### src/rtl/bpu_update_sched_pkg.sv
// Shared types for the branch predictor update scheduler: widths, state codes
// and the packed update record that travels through the update FIFO.
package bpu_update_sched_pkg;

  localparam int RegW   = 32;
  localparam int BtbLen = 6;

  typedef enum logic [1:0] {
    INIT  = 2'd0,
    RUN   = 2'd1,
    DRAIN = 2'd2
  } sched_state_e;

  // Packed as {taken, target, pc} so the FIFO only sees a flat vector
  typedef struct packed {
    logic            taken;
    logic [RegW-1:0] target;
    logic [RegW-1:0] pc;
  } upd_rec_t;

endpackage

### src/rtl/bpu_upd_fifo.sv
// Small synchronous FIFO holding pending predictor updates.
// Push when full and pop when empty are ignored.
module bpu_upd_fifo #(
  parameter int WIDTH = 8,
  parameter int DEPTH = 4
) (
  input  logic             clk_i,
  input  logic             rst_ni,
  input  logic             push,
  input  logic             pop,
  input  logic [WIDTH-1:0] wdata,
  output logic [WIDTH-1:0] rdata,
  output logic             full,
  output logic             empty
);

  localparam int PtrW = $clog2(DEPTH);

  logic [WIDTH-1:0] mem [DEPTH];
  logic [PtrW-1:0]  wr_ptr;
  logic [PtrW-1:0]  rd_ptr;
  logic [PtrW:0]    count;
  logic             do_push;
  logic             do_pop;

  assign full    = (count == (PtrW+1)'(DEPTH));
  assign empty   = (count == '0);
  assign do_push = push & ~full;
  assign do_pop  = pop & ~empty;
  assign rdata   = mem[rd_ptr];

  // Power-of-two depth lets the pointers wrap by plain overflow
  always_ff @(posedge clk_i or negedge rst_ni) begin
    if (!rst_ni) begin
      wr_ptr <= '0;
      rd_ptr <= '0;
      count  <= '0;
    end else begin
      if (do_push) wr_ptr <= wr_ptr + PtrW'(1);
      if (do_pop)  rd_ptr <= rd_ptr + PtrW'(1);
      case ({do_push, do_pop})
        2'b10:   count <= count + (PtrW+1)'(1);
        2'b01:   count <= count - (PtrW+1)'(1);
        default: count <= count;
      endcase
    end
  end

  always_ff @(posedge clk_i) begin
    if (do_push) mem[wr_ptr] <= wdata;
  end

endmodule

### src/rtl/bpu_update_sched.sv
// Merges ID and EX resolved-branch records into the single predictor update
// port and runs the table-clear walk after reset and on reinit requests.
module bpu_update_sched
  import bpu_update_sched_pkg::*;
#(
  parameter int BTB_LEN = BtbLen,
  parameter int DEPTH   = 4
) (
  input  logic               clk_i,
  input  logic               rst_ni,
  input  logic               reinit_i,
  input  logic               ex_upd_valid_i,
  output logic               ex_upd_ready_o,
  input  logic [RegW-1:0]    ex_upd_pc_i,
  input  logic [RegW-1:0]    ex_upd_target_i,
  input  logic               ex_upd_taken_i,
  input  logic               id_upd_valid_i,
  output logic               id_upd_ready_o,
  input  logic [RegW-1:0]    id_upd_pc_i,
  input  logic [RegW-1:0]    id_upd_target_i,
  input  logic               id_upd_taken_i,
  output logic               pd_upd_valid_o,
  output logic [RegW-1:0]    pd_upd_pc_o,
  output logic [RegW-1:0]    pd_upd_target_o,
  output logic               pd_upd_taken_o,
  output logic               pd_init_o,
  output logic [BTB_LEN-1:0] pd_init_idx_o,
  output logic               init_done_o,
  output logic               busy_o
);

  sched_state_e       state_q;
  sched_state_e       state_d;
  logic [BTB_LEN-1:0] idx_q;

  logic     fifo_full;
  logic     fifo_empty;
  logic     push_ex;
  logic     push_id;
  logic     push;
  upd_rec_t wr_rec;
  upd_rec_t head;
  logic [$bits(upd_rec_t)-1:0] fifo_rdata;

  // EX is the older instruction so it always wins; ID only goes when EX is idle
  assign ex_upd_ready_o = (state_q == RUN) & ~fifo_full;
  assign id_upd_ready_o = (state_q == RUN) & ~fifo_full & ~ex_upd_valid_i;
  assign push_ex        = ex_upd_valid_i & ex_upd_ready_o;
  assign push_id        = id_upd_valid_i & id_upd_ready_o;
  assign push           = push_ex | push_id;

  always_comb begin
    wr_rec = '0;
    if (push_ex) begin
      wr_rec.taken  = ex_upd_taken_i;
      wr_rec.target = ex_upd_target_i;
      wr_rec.pc     = ex_upd_pc_i;
    end else begin
      wr_rec.taken  = id_upd_taken_i;
      wr_rec.target = id_upd_target_i;
      wr_rec.pc     = id_upd_pc_i;
    end
  end

  bpu_upd_fifo #(
    .WIDTH ($bits(upd_rec_t)),
    .DEPTH (DEPTH)
  ) u_fifo (
    .clk_i  (clk_i),
    .rst_ni (rst_ni),
    .push   (push),
    .pop    (pd_upd_valid_o),
    .wdata  (wr_rec),
    .rdata  (fifo_rdata),
    .full   (fifo_full),
    .empty  (fifo_empty)
  );

  assign head = upd_rec_t'(fifo_rdata);

  // Fields are gated so the predictor sees zeros whenever nothing is issued
  assign pd_upd_valid_o  = ~fifo_empty & ((state_q == RUN) | (state_q == DRAIN));
  assign pd_upd_pc_o     = pd_upd_valid_o ? head.pc     : '0;
  assign pd_upd_target_o = pd_upd_valid_o ? head.target : '0;
  assign pd_upd_taken_o  = pd_upd_valid_o ? head.taken  : 1'b0;

  // Qualified by rst_ni so the clear strobe stays low while reset is held
  assign pd_init_o     = (state_q == INIT) & rst_ni;
  assign pd_init_idx_o = idx_q;
  assign init_done_o   = (state_q == RUN);
  assign busy_o        = (state_q != RUN) | ~fifo_empty;

  always_comb begin
    state_d = state_q;
    unique case (state_q)
      INIT:    if (&idx_q) state_d = RUN;
      RUN:     if (reinit_i) state_d = (fifo_empty && !push) ? INIT : DRAIN;
      DRAIN:   if (fifo_empty) state_d = INIT;
      default: state_d = INIT;
    endcase
  end

  always_ff @(posedge clk_i or negedge rst_ni) begin
    if (!rst_ni) begin
      state_q <= INIT;
      idx_q   <= '0;
    end else begin
      state_q <= state_d;
      if (state_q == INIT) idx_q <= idx_q + BTB_LEN'(1);
      else                 idx_q <= '0;
    end
  end

endmodule
### config.mk
export PLATFORM = sky130hd
export DESIGN_NAME = bpu_update_sched
export DESIGN_NICKNAME = d
export VERILOG_FILES = /design/src/rtl/bpu_update_sched_pkg.sv /design/src/rtl/bpu_upd_fifo.sv /design/src/rtl/bpu_update_sched.sv
export SDC_FILE = /design/constraint.sdc
export NUM_CORES = 1
export LEC_CHECK = 0
export CELL_PAD_IN_SITES_DETAIL_PLACEMENT = 1
export CELL_PAD_IN_SITES_GLOBAL_PLACEMENT = 1
export CORE_ASPECT_RATIO = 0.75
export CORE_MARGIN = 8
export CORE_UTILIZATION = 45
export CTS_CLUSTER_DIAMETER = 40
export CTS_CLUSTER_SIZE = 24
export DETAILED_ROUTE_END_ITERATION = 6
export PLACE_DENSITY = 0.87
export SLEW_MARGIN = 40
export SYNTH_ARGS = -nofsm -noshare
export SYNTH_HDL_FRONTEND = slang
export SYNTH_HIERARCHICAL = 1
export SYNTH_SLANG_ARGS = --single-unit
### constraint.sdc
create_clock -name clk_i -period 10.1 [get_ports clk_i]
set_clock_uncertainty 0.1 [all_clocks]
set_input_delay 2.02 -clock clk_i [delete_from_list [all_inputs] [get_ports clk_i]]
set_output_delay 2.02 -clock clk_i [all_outputs]
set_load 0.005 [all_outputs]
==> results of run 1 <==
-- final timing paths --
path	to	slack, ns
worst max-delay path	pd_init_o	4.30
worst min-delay path	pd_init_idx_o[0]$_DFF_PN0_	0.41
worst max register to register	u_fifo/count[2]$_DFFE_PN0P_	6.76
worst min register to register	pd_init_idx_o[0]$_DFF_PN0_	0.41
max in group asynchronous	u_fifo/rd_ptr[1]$_DFFE_PN0P_	7.49
min in group asynchronous	pd_init_idx_o[5]$_DFF_PN0_	1.86
-- layout by cell type, fill, tap and decap left out, types with 5 or more instances in the layout --
cell,n
clkinv_2,7
ha_1,10
mux2_2,31
clkbuf_16,37
clkdlybuf4s50_1,211
inv_1,8
dfrtp_1,13
xnor2_1,5
buf_12,7
mux2_1,27
and2_1,70
mux2_4,10
mux4_2,65
edfxtp_1,260
-- kinds of logic after synthesis --
family	synth area share, %
DFF	70.6
muxes	19.7
and+or+nand+nor	4.88
buffers and inverters	2.41
adders and majority gates	1.25
xor gates and xnor gates	0.680
AOI/OAI and AO/OA	0.507
-- flip-flops by register name, indices dropped and copies added, names as in the netlist --
register and count:
u_fifo/count 3, u_fifo/rd_ptr 2, u_fifo/wr_ptr 2, pd_init_idx_o 6, u_fifo/mem 260, state_q 2
-- per-stage QoR --
| stage | hold WS [ns] | std cells | instance area (um2) |
|---|---|---|---|
| 3_5_place_dp | 0.399 | 1103 | 14100 |
| 3_3_place_gp | 0.379 | 1096 | 13900 |
| 2_1_floorplan | 0.372 | 567 | 11600 |
| 6_report | 0.410 | 1167 | 15200 |
| 5_1_grt | 0.437 | 1167 | 15200 |
| 4_1_cts | 0.407 | 1167 | 15200 |
-- cells in the mapped netlist, types with 3 or more instances --
master	n	area (um2)
nor2_1	4	15.0
a21boi_0	3	22.5
xnor2_1	5	43.8
mux4_2	65	1460
inv_1	8	30.0
mux2_1	27	304
xor2_1	4	35.0
nor2b_1	4	25.0
buf_2	6	30.0
and2_1	74	463
buf_4	3	22.5
nand2_1	4	15.0
mux2_4	10	150
buf_12	4	80.1
dfrtp_1	15	375
mux2_2	31	349
buf_6	7	78.8
edfxtp_1	260	7810
clkbuf_1	8	30.0
ha_1	10	125
-- layout make-up --
class | instances | area share (%)
clock inverters | 23 | 1.48
flip-flops and latches | 275 | 53.7
clock buffers | 41 | 6.17
repair buffers | 221 | 14.9
well taps | 344 | 2.82
multi-input cells | 254 | 20.7
inverters | 9 | 0.222
-- routing by layer --
layer  vias up  GRT usage, %
li1       2707             -
met1      3132          20.1
met2       162          31.2
met3        44          4.47
met4         0          4.34
met5         -             0
-- report_power, final --
group / leakage [nW] / total [mW] / switching (mW) / internal [mW]
sequential: 2.52 / 1.25 / 0.00105 / 1.25
combinational: 1.96 / 0.0835 / 0.0267 / 0.0568
clock: 0.576 / 1.23 / 0.476 / 0.755
-- worst register-to-register path, cell delays in order, from the launching register on --
cell and delay [ns]:
dfrtp_1 0.37, inv_1 0.09, ha_1 0.29, nor2b_4 0.54
buf_4 0.50, o31a_1 0.28, ha_1 0.21, inv_1 0.06
fa_1 0.37, xor2_1 0.15, nor2_1 0.14, xor2_1 0.17
==> results.toml, run 1 <==
[clocking]
ctsHoldBuffers = 0
clockBufferDepth = 3
ctsHtreeMaxLevel = 2
cts_sinks = 275
cts_setup_buffers = 0
clk_pin_slew_ns = 0.06
cts_resized = 0
numCtsBuffers = 36
cts-root-buf = "clkbuf_16"
cts_tree = "yes"
clkLatencyLatePin_ns = 0.49

[yosys]
synth_edf_count = 260
syn-num-nets = 713
ys_seq_area_share_pct = 70.6
synth.yosys.warnings = 6
netlist_instances = 567
async_reset_ff_share_pct = 5.45
syn_avg_cell_area_um2 = 20.4
ys_seq_elements = 275
synth_ff_type = "edfxtp_1"
netlist_area_mm2 = 0.0116
yosysUniqueCellTypes = 35

[worst_setup_path]
critPathMaxFanout = 16
path_delay_family = "buffers and inverters"
path_buf_inv = 2
crit_required_ns = 7.98
cp.depth = 3
slowest_delay_ns = 0.94
crit_arrival_ns = 3.68
critPathLaunch = "rst_ni"
slowest_stage = "clkdlybuf4s50_1"
cp-end-kind = "output pin"
r2r_cells = 11
criticalPathCategory = "input pin to output pin"
r2r-start = "state_q[0]$_DFFE_PN0P_"
path_common_cell = "clkdlybuf4s50_1"
crit_path_start_kind = "input pin"
crit_chain = "clkdlybuf4s50_1 > and2_1 > clkdlybuf4s50_1"

[final_layout]
utilization_pct = 59.4
layout.nets = 943
area_growth_pct = 31.6
n_fill_cell = 2209
seq_area_mm2 = 0.00819
multi_input_area_mm2 = 0.00315
diodes = 0
drive_above_1_share_pct = 22.4

[timing]
finalCritPeriodShare_pct = 57.5
hold_violations = 0
slew_headroom_pct = 51.2
rsz0062_at_grt = "false"
min_period_ns = 5.80
worst_pin_slew_ns = 0.730
fmax_mhz = 172
tns_ns = 0
layout_setup_ws_ns = 4.30
setup_violations = 0
drv_slew = 0

[global_route]
grt_pass1_wl_mm = 41.6
track_usage_pct = 17.2
grt_pass1_vias = 7047
overflow = 0
grt_start_max_net_pins = 42
antenna_found_initial = 0

[detailed_routing]
num_vias = 6045
top_layer = "met4"
wl_met2_mm = 14.0
wl_per_cell_um = 23.2
drtPass1Iterations = 4
drt_wl_total_mm = 27.0
m1WireLength_mm = 11.0
viasPerCell = 5.18
ant_nets = 0
drc_errors = 0
drt_iter0_markers = 229
wl_met3_mm = 1.57

[status]
status = "completed"

[min_path]
hold_path.startpoint = "pd_init_idx_o[0]$_DFF_PN0_"
whs_path_depth = 1
hp-class = "flip-flop to flip-flop"

[power_and_ir_drop]
cellPowerDensity_mw_per_mm2 = 168
p_leak_nw = 5.06
peakVddDrop_uv = 133
total_power_mw = 2.56

[place]
dpl_worst_slack_ns = 4.24
hpwl_mm = 18.1
portBuffers = 211
gp_congestion = 0.696

[floorplanning]
coreArea_mm2 = 0.0257
row_count = 51
ios = 212
die_h_um = 155
start_util_pct = 45.2
die_area_mm2 = 0.0312
die_x_um = 201

[run]
max_cap_viol_count = 0
No activity file was read; power rests on OpenSTA's default activity.
==> inputs of run 2 (changes only) <==
==> constraint.sdc (replaced) <==
create_clock -name clk_i -period 5.9 [get_ports clk_i]
set_clock_uncertainty 0.1 [all_clocks]
set_input_delay 1.18 -clock clk_i [delete_from_list [all_inputs] [get_ports clk_i]]
set_output_delay 1.18 -clock clk_i [all_outputs]
set_load 0.005 [all_outputs]
==> run 2 against run 1 <==
  * Total power rose by 74%
  * Cell area up 0.38%
  * Worst setup slack got worse by 2.7 ns
  * First-iteration DRC count fell by 9.2%
  * Wire length down 0.74%
  * Largest power group is now clock
  * Sequential power rose by 71%
  * Register-to-register slack got worse by 4.2 ns
  * Highest routed layer unchanged
==> results.toml, run 2 (synthesized netlist as in run 1, its figures left out) <==
[status]
status = "completed"

[clocking]
cts_setup_buffers = 0
cts-root-buf = "clkbuf_16"
clockBufferDepth = 3
ctsHtreeMaxLevel = 2
numCtsBuffers = 36
cts_sinks = 275
clkLatencyLatePin_ns = 0.49
cts_resized = 0
clk_pin_slew_ns = 0.06
ctsHoldBuffers = 0
cts_tree = "yes"

[global_route]
track_usage_pct = 16.9
antenna_found_initial = 0
grt_pass1_vias = 6990
overflow = 0
grt_start_max_net_pins = 42
grt_pass1_wl_mm = 41.0

[min_path]
hp-class = "flip-flop to flip-flop"

[power_and_ir_drop]
p_int_mw = 3.58
p_clk_share_pct = 49.0
seq_power_share_pct = 47.8
peakVddDrop_uv = 254
p_leak_nw = 5.07
power_frac_comb_pct = 3.2
total_power_mw = 4.47
swShare_pct = 20.0
cellPowerDensity_mw_per_mm2 = 292
p_switching_mw = 0.892

[run]
max_cap_viol_count = 0

[detailed_routing]
drt_wl_total_mm = 26.8
wl_per_cell_um = 23.0
drt_iter0_markers = 208
num_vias = 5955
drtPass1Iterations = 4
drc_errors = 0
ant_nets = 0
viasPerCell = 5.10

[final_layout]
layout.nets = 943
area_growth_pct = 32.1
layout.cells.non_filler = 1167
mostFrequentLayoutCell = "edfxtp_1"
regMostFlops = "u_fifo/mem"
diodes = 0
largest_register_ffs = 260
layout_common_cells = "edfxtp_1, clkdlybuf4s50_1, and2_1"
utilization_pct = 59.7
n_fill_cell = 2222
stdcell_area_mm2 = 0.0153
drive_above_1_share_pct = 22.8

[timing]
finalCritPeriodShare_pct = 73.0
layout_setup_ws_ns = 1.59
hold_ws_ns = 0.417
drv_slew = 0
fmax_mhz = 232
hold_violations = 0
min_period_ns = 4.31
setup_violations = 0
worst_pin_slew_ns = 0.757
rsz0062_at_grt = "false"
slew_headroom_pct = 49.4
tns_ns = 0

[floorplanning]
die_x_um = 201
ios = 212
coreArea_mm2 = 0.0257
die_area_mm2 = 0.0312
row_count = 51
start_util_pct = 45.2
die_h_um = 155

[place]
post_dp_cell_area_mm2 = 0.0141
dp_cells = 1103
dpl_worst_slack_ns = 1.73
portBuffers = 211
hpwl_mm = 17.7
gp_congestion = 0.677

[worst_setup_path]
slowest_stage = "clkdlybuf4s50_1"
crit_chain = "inv_1 > ha_1 > nor2b_4 > buf_4 > and2_1 > clkdlybuf4s50_1"
crit_arrival_ns = 3.03
criticalPathCategory = "flip-flop to output pin"
slowest_delay_ns = 0.57
cp-end-kind = "output pin"
crit_path_start_kind = "flip-flop"
critPathMaxFanout = 41
crit_required_ns = 4.62
run 2: cell types whose count changed in the layout (fill, tap and decap cells not counted), moves of 2 or more:
cell | previous run | this run
clkinv_2 | 7 | 4
clkinvlp_4 | 1 | 4
inv_6 | 4 | 7
clkbuf_1 | 4 | 2
clkinv_1 | 3 | 1
run 2: final cells by class:
type,instances,area (um2),area share (%)
tap,344,430,2.81
clock inverter,25,282,1.84
inverter,9,33.8,0.221
timing repair buffer,221,2290,14.9
multi-input combinational,254,3150,20.6
sequential,275,8190,53.5
clock buffer,39,933,6.10
run 2: final timing paths:
path / endpoint / slack, ns / start / cells past startpoint
max: pd_upd_pc_o[7] / 1.59 / state_q[0]$_DFFE_PN0P_ / 6
min: pd_init_idx_o[0]$_DFF_PN0_ / 0.42 / pd_init_idx_o[0]$_DFF_PN0_ / 1
max reg2reg: u_fifo/count[2]$_DFFE_PN0P_ / 2.60 / state_q[0]$_DFFE_PN0P_ / 11
min reg2reg: pd_init_idx_o[0]$_DFF_PN0_ / 0.42 / pd_init_idx_o[0]$_DFF_PN0_ / 1
max in group asynchronous: u_fifo/rd_ptr[0]$_DFFE_PN0P_ / 4.11 / rst_ni / 1
min in group asynchronous: pd_init_idx_o[1]$_DFF_PN0_ / 1.04 / rst_ni / 1
run 2: critical path: cells and delay by family (launching register included):
family	cells	cell delay, ns
buf+inv	3	1.15
fa+ha+maj	1	0.29
flops	1	0.37
simple gates	2	0.71
run 2: power groups by stage:
stage | clock network [mW] | logic (mW) | registers [mW]
2_1_floorplan | 0 | 0.0352 | 2.18
3_3_place_gp | 0 | 0.134 | 2.18
3_5_place_dp | 0 | 0.142 | 2.18
4_1_cts | 2.24 | 0.145 | 2.14
5_1_grt | 2.31 | 0.154 | 2.14
6_report | 2.19 | 0.143 | 2.14
run 2: per-layer routing:
layer	global-route usage, %	part of all wire [%]	wire length (um)
met1	20.3	41	10900
met2	30.0	52	13900
met3	4.67	5.9	1580
met4	4.44	1.6	434
met5	0	0	0
